### src/rtl/dly_lock_ctrl.sv
// Delay-line lock controller: SAR search of the 8-bit delay select code, then
// up/down tracking with lock asserted after a run of direction reversals.
module dly_lock_ctrl #(
  parameter int P_SETTLE   = 4,
  parameter int P_LOCK_CNT = 4
) (
  input  logic       i_clk,
  input  logic       i_rst,
  input  logic       i_en,
  input  logic       i_start,
  input  logic       i_pd_late,
  output logic [7:0] o_dly_sel,
  output logic       o_busy,
  output logic       o_lock,
  output logic       o_sat
);

  typedef enum logic [1:0] {
    ST_IDLE  = 2'd0,
    ST_SAR   = 2'd1,
    ST_TRACK = 2'd2
  } state_t;

  localparam logic [3:0] SETTLE_LAST = 4'(P_SETTLE);
  localparam logic [3:0] LOCK_TGT    = 4'(P_LOCK_CNT);

  state_t     state_q, state_d;
  logic [7:0] code_q, code_d;
  logic [2:0] bit_q, bit_d;
  logic [3:0] settle_q, settle_d;
  logic [3:0] rev_q, rev_d;
  logic       dir_up_q, dir_up_d;
  logic       has_dir_q, has_dir_d;
  logic       busy_q, busy_d;
  logic       lock_q, lock_d;
  logic       sat_q, sat_d;

  logic       sample_s;
  logic       step_up_s;
  logic       blocked_s;
  logic       reversal_s;

  // Resolve SAR bit b from the detector, then arm the next lower bit as the trial.
  function automatic logic [7:0] sar_decide(input logic [7:0] code,
                                            input logic [2:0] b,
                                            input logic       late);
    logic [7:0] mask;
    logic [7:0] res;
    mask = 8'd1 << b;
    res  = late ? (code & ~mask) : code;
    if (b != 3'd0) begin
      res = res | (mask >> 1);
    end
    return res;
  endfunction

  always_ff @(posedge i_clk) begin
    if (i_rst) begin
      state_q   <= ST_IDLE;
      code_q    <= 8'h00;
      bit_q     <= 3'd0;
      settle_q  <= 4'd0;
      rev_q     <= 4'd0;
      dir_up_q  <= 1'b0;
      has_dir_q <= 1'b0;
      busy_q    <= 1'b0;
      lock_q    <= 1'b0;
      sat_q     <= 1'b0;
    end else begin
      state_q   <= state_d;
      code_q    <= code_d;
      bit_q     <= bit_d;
      settle_q  <= settle_d;
      rev_q     <= rev_d;
      dir_up_q  <= dir_up_d;
      has_dir_q <= has_dir_d;
      busy_q    <= busy_d;
      lock_q    <= lock_d;
      sat_q     <= sat_d;
    end
  end

  always_comb begin
    state_d   = state_q;
    code_d    = code_q;
    bit_d     = bit_q;
    settle_d  = settle_q;
    rev_d     = rev_q;
    dir_up_d  = dir_up_q;
    has_dir_d = has_dir_q;
    busy_d    = busy_q;
    lock_d    = lock_q;
    sat_d     = sat_q;

    // The detector is only trusted on the last cycle of a settle window.
    sample_s   = (settle_q == SETTLE_LAST);
    step_up_s  = ~i_pd_late;
    blocked_s  = step_up_s ? (code_q == 8'hFF) : (code_q == 8'h00);
    reversal_s = has_dir_q && (dir_up_q != step_up_s);

    if (!i_en) begin
      state_d   = ST_IDLE;
      bit_d     = 3'd0;
      settle_d  = 4'd0;
      rev_d     = 4'd0;
      dir_up_d  = 1'b0;
      has_dir_d = 1'b0;
      busy_d    = 1'b0;
      lock_d    = 1'b0;
      sat_d     = 1'b0;
    end else begin
      case (state_q)
        ST_IDLE: begin
          if (i_start) begin
            state_d  = ST_SAR;
            code_d   = 8'h80;
            bit_d    = 3'd7;
            settle_d = 4'd0;
            busy_d   = 1'b1;
          end else begin
            settle_d = 4'd0;
          end
        end
        ST_SAR: begin
          if (sample_s) begin
            code_d   = sar_decide(code_q, bit_q, i_pd_late);
            settle_d = 4'd0;
            if (bit_q == 3'd0) begin
              state_d   = ST_TRACK;
              has_dir_d = 1'b0;
              rev_d     = 4'd0;
            end else begin
              bit_d = bit_q - 3'd1;
            end
          end else begin
            settle_d = settle_q + 4'd1;
          end
        end
        ST_TRACK: begin
          if (sample_s) begin
            settle_d  = 4'd0;
            dir_up_d  = step_up_s;
            has_dir_d = 1'b1;
            if (blocked_s) begin
              sat_d = 1'b1;
              rev_d = 4'd0;
            end else begin
              code_d = step_up_s ? (code_q + 8'd1) : (code_q - 8'd1);
              sat_d  = 1'b0;
              // The very first tracking step has no predecessor to reverse.
              if (reversal_s) begin
                rev_d = (rev_q == LOCK_TGT) ? rev_q : (rev_q + 4'd1);
              end else if (has_dir_q) begin
                rev_d = 4'd0;
              end else begin
                rev_d = rev_q;
              end
            end
            lock_d = (rev_d == LOCK_TGT);
          end else begin
            settle_d = settle_q + 4'd1;
          end
        end
        default: begin
          state_d  = ST_IDLE;
          settle_d = 4'd0;
          busy_d   = 1'b0;
          lock_d   = 1'b0;
          sat_d    = 1'b0;
        end
      endcase
    end
  end

  assign o_dly_sel = code_q;
  assign o_busy    = busy_q;
  assign o_lock    = lock_q;
  assign o_sat     = sat_q;

endmodule

### config.mk
export PLATFORM = sky130hd
export DESIGN_NAME = dly_lock_ctrl
export DESIGN_NICKNAME = d
export VERILOG_FILES = /design/src/rtl/dly_lock_ctrl.sv
export SDC_FILE = /design/constraint.sdc
export NUM_CORES = 1
export LEC_CHECK = 0
export BUFFER_PORTS_ARGS = -buffer_cell sky130_fd_sc_hd__buf_2
export CORE_MARGIN = 2
export CORE_UTILIZATION = 43
export CTS_CLUSTER_DIAMETER = 80
export DETAILED_ROUTE_END_ITERATION = 8
export PLACE_DENSITY = 0.71
export SLEW_MARGIN = 20
export SYNTH_ARGS = -nofsm -noshare
export SYNTH_HDL_FRONTEND = slang
export SYNTH_SLANG_ARGS = --single-unit
### constraint.sdc
create_clock -name i_clk -period 2.6 [get_ports i_clk]
set_clock_uncertainty 0.05 [all_clocks]
set_input_delay 0.52 -clock i_clk [delete_from_list [all_inputs] [get_ports i_clk]]
set_output_delay 0.52 -clock i_clk [all_outputs]
set_load 0.01 [all_outputs]
# Word level (Yosys, flattened, before mapping)
# Cells that the tools add are included.
# word_totals
register_bits	26
inputBits	5
output_inout_bits	11
word_cells	95
# op_classes
addsub	5
n_eq_ne	13
shifts	1
muxes	39
n_bitwise	8
n_reduce_logical	19
# op_table
op	count
8-bit 2-to-1 mux	7
4-bit 2-to-1 mux	10
8-bit one-hot mux with 3 select lines	1
4-bit by 3-bit == test with 1-bit output, second input constant	3
2-bit != test, second input constant	6
4-bit AND reduction	3
3-bit 2-to-1 mux	3
4-bit by 1-bit adder with 4-bit output, second input constant	2
8-bit by 1-bit adder with 8-bit output, second input constant	1
8-bit bitwise AND	1
8-bit == test, second input constant	1
8-bit zero test	1
1-bit 2-to-1 mux	8
8-bit NOT	1
8-bit by 7-bit OR with 8-bit output	1
1-bit one-hot mux with 2 select lines	4
4-bit one-hot mux with 2 select lines	1
1-bit by 3-bit << shifter with 8-bit output, first input constant	1
8-bit by 1-bit subtractor with 8-bit output, second input constant	1
2-bit 2-to-1 mux	3
2-bit one-hot mux with 3 select lines	1
3-bit one-hot mux with 2 select lines	1
2-bit AND reduction	3
6-bit AND reduction	1
12 further kinds	20

# Logic depth before layout (Yosys ltp)
# Gate-level depths: netlist of run 1.
# depth
depth_word	11
mapped_depth	8
ltp_nobuf	7

# Least setup slack after synthesis of run 1
# OpenSTA, ideal clock, no wires.
# synth_timing
path_type	input to register
startpoint	in i_pd_late
endpoint	reg code_q[6], in the netlist o_dly_sel[6]
setup_ns	0.119
t_arrival_ns	1.980
t_required_ns	2.431
path_slack_ns	0.452
cell_stages	8
n_path_buf	1
path_cell_list	buf_6 -> inv_1 -> fa_1 -> nand2b_1 -> a21oi_1 -> o221ai_1 -> o2111a_1 -> o221a_2
# synth_via
elab_chain_cells	5
elab_cells_between_ends	11
classes_between	1 x eq/ne; 8 x mux; 1 x bitwise; 1 x reduce/logical
# synth_lines
element	line_no	text
start, declared	11	input logic i_pd_late,
8-bit 2-to-1 mux	50	res = late ? (code & ~mask) : code;
8-bit by 7-bit OR with 8-bit output	52	res = res | (mask >> 1);
8-bit 2-to-1 mux	51	if (b != 3'd0) begin
8-bit 2-to-1 mux	125	if (sample_s) begin
8-bit one-hot mux with 3 select lines	112	case (state_q)
end signal, assigned	71	code_q <= code_d;
end, declared	28	logic [7:0] code_q, code_d;
# Parallel ways exist; a longest one is shown, timed or not. The select of a mux whose other input is x is not followed.
# A chain may end at the register's enable or synchronous reset.

# Final worst setup path of run 1
# layout_timing
startpoint	reg state_q[0]
endpoint	reg code_q[7], in the netlist o_dly_sel[7]
# layout_via
elab_chain_cells	3
elab_cells_between_ends	10
classes_between	6 x eq/ne; 1 x mux; 3 x reduce/logical
# layout_lines
element	line_no	text
start, declared	27	state_t state_q, state_d;
start signal, assigned	70	state_q <= state_d;
2-bit == test, or another cell as far along	112	
2-bit != test (no line) or 3-bit nonzero test (tied branches)	-	
6-bit AND reduction (no line)	-	
# Parallel ways exist; a longest one is shown, timed or not.

==> results of run 1 <==
==> power groups by stage <==
stage	Combinational, mW	Clock, mW	Sequential (mW)
floorplan	0.199	0	0.439
detailed placement	0.249	0	0.444
finish	0.256	0.351	0.435
global route	0.278	0.375	0.438
global placement	0.248	0	0.443
CTS	0.251	0.353	0.435
==> metrics by stage <==
| stage | power [mW] | hold slack, ns |
|---|---|---|
| floorplan | 0.638 | 0.380 |
| global placement | 0.691 | 0.397 |
| detailed placement | 0.694 | 0.407 |
| CTS | 1.04 | 0.428 |
| global route | 1.09 | 0.430 |
| finish | 1.04 | 0.423 |
==> cell type report <==
class | count | area, um^2 | area share [%]
Timing Repair Buffer | 21 | 120 | 5.29
Clock buffer | 3 | 41.3 | 1.82
Multi-Input combinational cell | 186 | 1420 | 62.4
Sequential cell | 26 | 520 | 22.9
Clock inverter | 1 | 30.0 | 1.32
Inverter | 20 | 75.1 | 3.30
Tap cell | 54 | 67.6 | 2.97
==> cells by family after synthesis <==
| family | share of synthesized area [%] |
|---|---|
| muxes | 0.482 |
| AOI/OAI and AO/OA | 30.6 |
| DFF | 25.1 |
| xor gates and xnor gates | 2.95 |
| and+or+nand+nor | 21.8 |
| buffers and inverters | 6.69 |
| adders and majority gates | 12.4 |
==> worst max-delay path: stages (launching register included) <==
cell	delay, ns
dfxtp_1	0.40
inv_1	0.08
ha_1	0.26
and2b_2	0.26
a2111o_4	0.54
a311oi_2	0.24
and3_1	0.22
a21oi_2	0.06
==> state kept, by name, summed over array words and instances (netlist names) <==
signal,flops
rev_q,4
dir_up_q,1
has_dir_q,1
bit_q,3
state_q,2
o_sat,1
settle_q,4
o_dly_sel,8
o_lock,1
o_busy,1
==> layer usage <==
| metal | share of wire, % | track usage (%) | vias to the layer above | wire [um] |
|---|---|---|---|---|
| met5 | 0 | 0 | - | 0 |
| met4 | 0.85 | 5.86 | 0 | 42 |
| met3 | 6.4 | 3.84 | 4 | 315 |
| met2 | 43 | 28.8 | 77 | 2150 |
| met1 | 49 | 27.7 | 896 | 2440 |
| li1 | - | - | 942 | - |
==> placed cells by master, fill, tap and decap left out, types with 5 or more instances in the layout <==
cell type and instances:
nand3b_1 6, inv_1 19, buf_4 6, dfxtp_1 26, o21ai_0 8, xnor2_1 5
nand3_1 9, nor2_1 20, ha_1 19, a21oi_1 15, nand2_1 12, nor3_1 8
buf_2 15
==> worst paths after layout <==
check / cells past startpoint / end / slack, ns
max: 7 / o_dly_sel[7]$_SDFFE_PP0P_ / 0.40
min: 1 / settle_q[0]$_SDFF_PP0_ / 0.42
min reg2reg: 1 / settle_q[0]$_SDFF_PP0_ / 0.42
max reg2reg: 7 / o_dly_sel[7]$_SDFFE_PP0P_ / 0.40
==> impl_metrics.toml, run 1 <==
[status]
status = "completed"

[pwr]
p_sw_share_pct = 30.9
combPwrFrac_pct = 24.5
power_switching_mw = 0.322
p_per_area_nw_per_um2 = 459
p_clk_share_pct = 33.7
vdd_ir_drop_max_v = 0.000215
power_frac_seq_pct = 41.8
internal_power_mw = 0.720
power.leakage_nw = 0.830

[logic_synthesis]
synth_flop_cell = "dfxtp_1"
avgSynthCellArea_um2 = 8.65
synth_cell_type_count = 64
synth-warning-count = 0
yosys.area.top_type = "dfxtp_1"
synthArstFlopShare_pct = 0
synth_edf_count = 0
yosys-top-cells-count = "dfxtp_1, nor2_1, ha_1, inv_1, a21oi_1"
synth.area.top_cells = "dfxtp_1, ha_1, a21oi_1"
ys_seq_elements = 26
yosysSeqAreaShare_pct = 25.1
synth_nets = 265
synth_top_area_share_pct = 25.1
synth_cells = 240
syn-cell-area_um2 = 2080
yosysMostFrequentCell = "dfxtp_1"

[timing]
setup_viol = 0
tns_ns = 0
slew_headroom_pct = 55.4
final-max-slew-violation-count = 0
min_period_ns = 2.20
max_slew.worst_pin.slew_ns = 0.668
post-route-period-util_pct = 84.8
fmaxAchievable_ghz = 0.454
final.setup.worst_slack_ns = 0.396
final_hold_viol_count = 0
grt_setup_unrepaired = "no"

[clocking]
cts_setup_buffers = 0
cts_tree = "done"
htreeDepth = 1
clock_latency_ns = 0.28
ctsHoldBuffers = 0
cts_resized = 0
clock-root-buffer = "clkbuf_8"
clock-sinks = 26
clk_pin_slew_worst_paths_ns = 0.10
clockBufferDepth = 2
cts_buffers = 3

[finish]
fin_util_pct = 48.4
fin_nets = 283
stdcell_count = 311
fin_area_um2 = 2270
antennaDiodeCount = 0
area_delta_synth_final_pct = 9.40
fillers = 446
final_layout_size_suffix_gt1_share_pct = 16.7

[place]
gp_congestion = 0.948
place_worst_setup_slack_ns = 0.281
io_buffers = 15
postPlaceCellArea_um2 = 2200
hpwlAfterDp_um = 3720
dp.cells = 307

[routing]
finalWirelength_um = 4950
drt_pre_antenna_iters = 5
drt-initial-drc-count = 230
drt-vias-per-instance = 6.17
drtAntennaViolNets = 0
num_vias = 1919
route.detailed.drc = 0
routedWlPerCell_um = 15.9

[floorplan]
die_h_um = 73.5
io_pins = 16
fp.dieW_um = 73.5
die_area_um2 = 5400
core-area_um2 = 4690
start_util_pct = 44.3
row_count = 25

[setup_path]
cp_max_fo = 8
critPathLaunchType = "register"
crit_path_end_kind = "register"
startpoint = "state_q[0]$_SDFFE_PP0P_"
r2r-start = "state_q[0]$_SDFFE_PP0P_"
path_class = "register to register"
worstPathArrival_ns = 2.34
required_ns = 2.73

[global_route]
grt_max_degree = 16
grt_pass1_vias = 1764
gr-usage-all-layers_pct = 19.2
grt-ovfl-total = 0
grt_pass1_wl_um = 8270
grt_antenna_before_repair = 0

[run]
maxCapViolCount = 0

[min_path]
min_from = "settle_q[0]$_SDFF_PP0_"
hp-class = "register to register"
(Power assumes the default switching activity.)
==> run 2, diff against run 1 <==
Settings changed: PLACE_DENSITY 0.71 to 0.74.
Clock period 2.6 ns to 1.8 ns, I/O delays scaled along.
==> impl_metrics.toml, run 2 (synthesized netlist as in run 1, its figures left out) <==
[status]
status = "complete, but fails checks"
violations = "setup timing"

[pwr]
power.leakage_nw = 1.17
total_power_mw = 1.63
p_per_area_nw_per_um2 = 548
vdd_ir_drop_max_v = 0.000469

[timing]
max_slew.worst_pin.slew_ns = 0.440
final-max-slew-violation-count = 0
grt_setup_unrepaired = "yes"
min_period_ns = 1.91
final_hold_viol_count = 0
slew_headroom_pct = 70.7
setup_viol = 9
final.setup.worst_slack_ns = -0.109
fmaxAchievable_ghz = 0.524
post-route-period-util_pct = 106

[global_route]
grt_pass1_wl_um = 10100
grt_antenna_before_repair = 0
grt_max_degree = 15
use_met1_pct = 31.1
grt-ovfl-total = 0
gr-usage-all-layers_pct = 23.4
grt_pass1_vias = 2163
met2_usage_pct = 39.4
grt-busiest-layer = "met2"
met3_usage_pct = 3.43

[finish]
fin_util_pct = 63.5
fin_area_um2 = 2980
area_delta_synth_final_pct = 43.5
regArea_um2 = 532
fin_nets = 341
multi_input_area_um2 = 1660
fillers = 369
final_common_cell = "buf_4"
final_layout_size_suffix_gt1_share_pct = 44.4
largest_reg_flops = 8
antennaDiodeCount = 0
layout_common_cells = "buf_4, dfxtp_1, nor2_1"

[setup_path]
cp_max_fo = 5
cpPeakStageDelay_ns = 0.42
crit_path_end_kind = "register"
r2r-start = "state_q[0]$_SDFFE_PP0P_"
crit_chain = "inv_4 -> ha_4 -> and2b_2 -> a2111o_4 -> a311oi_2 -> and3_1 -> a21oi_2"
worstPathArrival_ns = 2.04
required_ns = 1.94
path_class = "register to register"
cpMaxStageDelayCell = "a2111o_4"
r2r_cells = 7
startpoint = "state_q[0]$_SDFFE_PP0P_"
critPathLaunchType = "register"

[clocking]
cts_buffers = 3
cts_tree = "done"
htreeDepth = 1
clock_latency_ns = 0.28
clock-sinks = 26
clock-root-buffer = "clkbuf_8"
clk_pin_slew_worst_paths_ns = 0.11
clockBufferDepth = 2
ctsHoldBuffers = 0

[routing]
drtAntennaViolNets = 0
drt_pre_antenna_iters = 5
route.detailed.drc = 0
routedWlPerCell_um = 18.0
drt-initial-drc-count = 293
num_vias = 2298
finalWirelength_um = 6630
drt-vias-per-instance = 6.23

[run]
maxCapViolCount = 0

[floorplan]
io_pins = 16
fp.dieW_um = 73.5
die_area_um2 = 5400
core-area_um2 = 4690
die_h_um = 73.5
start_util_pct = 44.3
row_count = 25

[place]
gp_congestion = 0.910
io_buffers = 15
postPlaceCellArea_um2 = 2640
hpwlAfterDp_um = 4370

[min_path]
whs_path_depth = 2
min_from = "i_rst"
hp-class = "input pin to register"
==> run 2: cell types whose count changed in the layout (fill, tap and decap cells not counted), sizes merged <==
cell,change
buf,+57
o31a,+1
bufinv,-1
clkbuf,+1
==> run 2: worst paths after layout <==
kind	end	slack, ns
worst min register to register	o_sat$_SDFFE_PP0P_	0.44
worst max-delay path	o_dly_sel[7]$_SDFFE_PP0P_	-0.11
worst min-delay path	o_dly_sel[5]$_SDFFE_PP0P_	0.28
worst max register to register	o_dly_sel[7]$_SDFFE_PP0P_	-0.11
==> run 2: per-stage QoR <==
stage | worst slack [ns] | hold slack, ns | TNS, ns | instances
2_1_floorplan | -0.0771 | 0.375 | -0.148 | 240
3_3_place_gp | -0.192 | 0.414 | -1.38 | 360
3_5_place_dp | -0.242 | 0.426 | -2.12 | 360
4_1_cts | -0.0972 | 0.271 | -0.217 | 366
5_1_grt | -0.206 | 0.269 | -1.34 | 369
6_report | -0.109 | 0.280 | -0.440 | 369
==> run 2: power by group <==
part	internal (mW)	switching, mW	leakage (nW)	total, mW
clock network	0.196	0.209	0.0288	0.405
registers	0.596	0.0174	0.215	0.613
logic	0.289	0.326	0.926	0.615
==> run 2: routing by layer <==
metal	vias up	part of all wire (%)
met2	113	48
met5	-	0
li1	1067	-
met1	1099	43
met3	19	6.5
met4	0	2.0
==> run 2: worst max-delay path: cells and delay by family (launching register included) <==
kind | cells | cell delay, ns
AOI/OAI and AO/OA | 3 | 0.72
and+or+nand+nor | 2 | 0.47
buffers and inverters | 1 | 0.04
DFF | 1 | 0.38
adders and majority gates | 1 | 0.15
==> run 2: repair_timing <==
item,CTS,global route
setup buffers,1,3
gates cloned,1,0
resized for setup,28,25
endpoints found under the setup margin,16,20
pin swaps,7,10
==> run 2: cell type report <==
type / count / share of cell area, %
tap: 54 / 2.27
sequential: 26 / 17.8
clock buffer: 4 / 1.85
inverter: 20 / 2.60
multi-input combinational: 187 / 55.8
timing repair buffer: 78 / 19.7
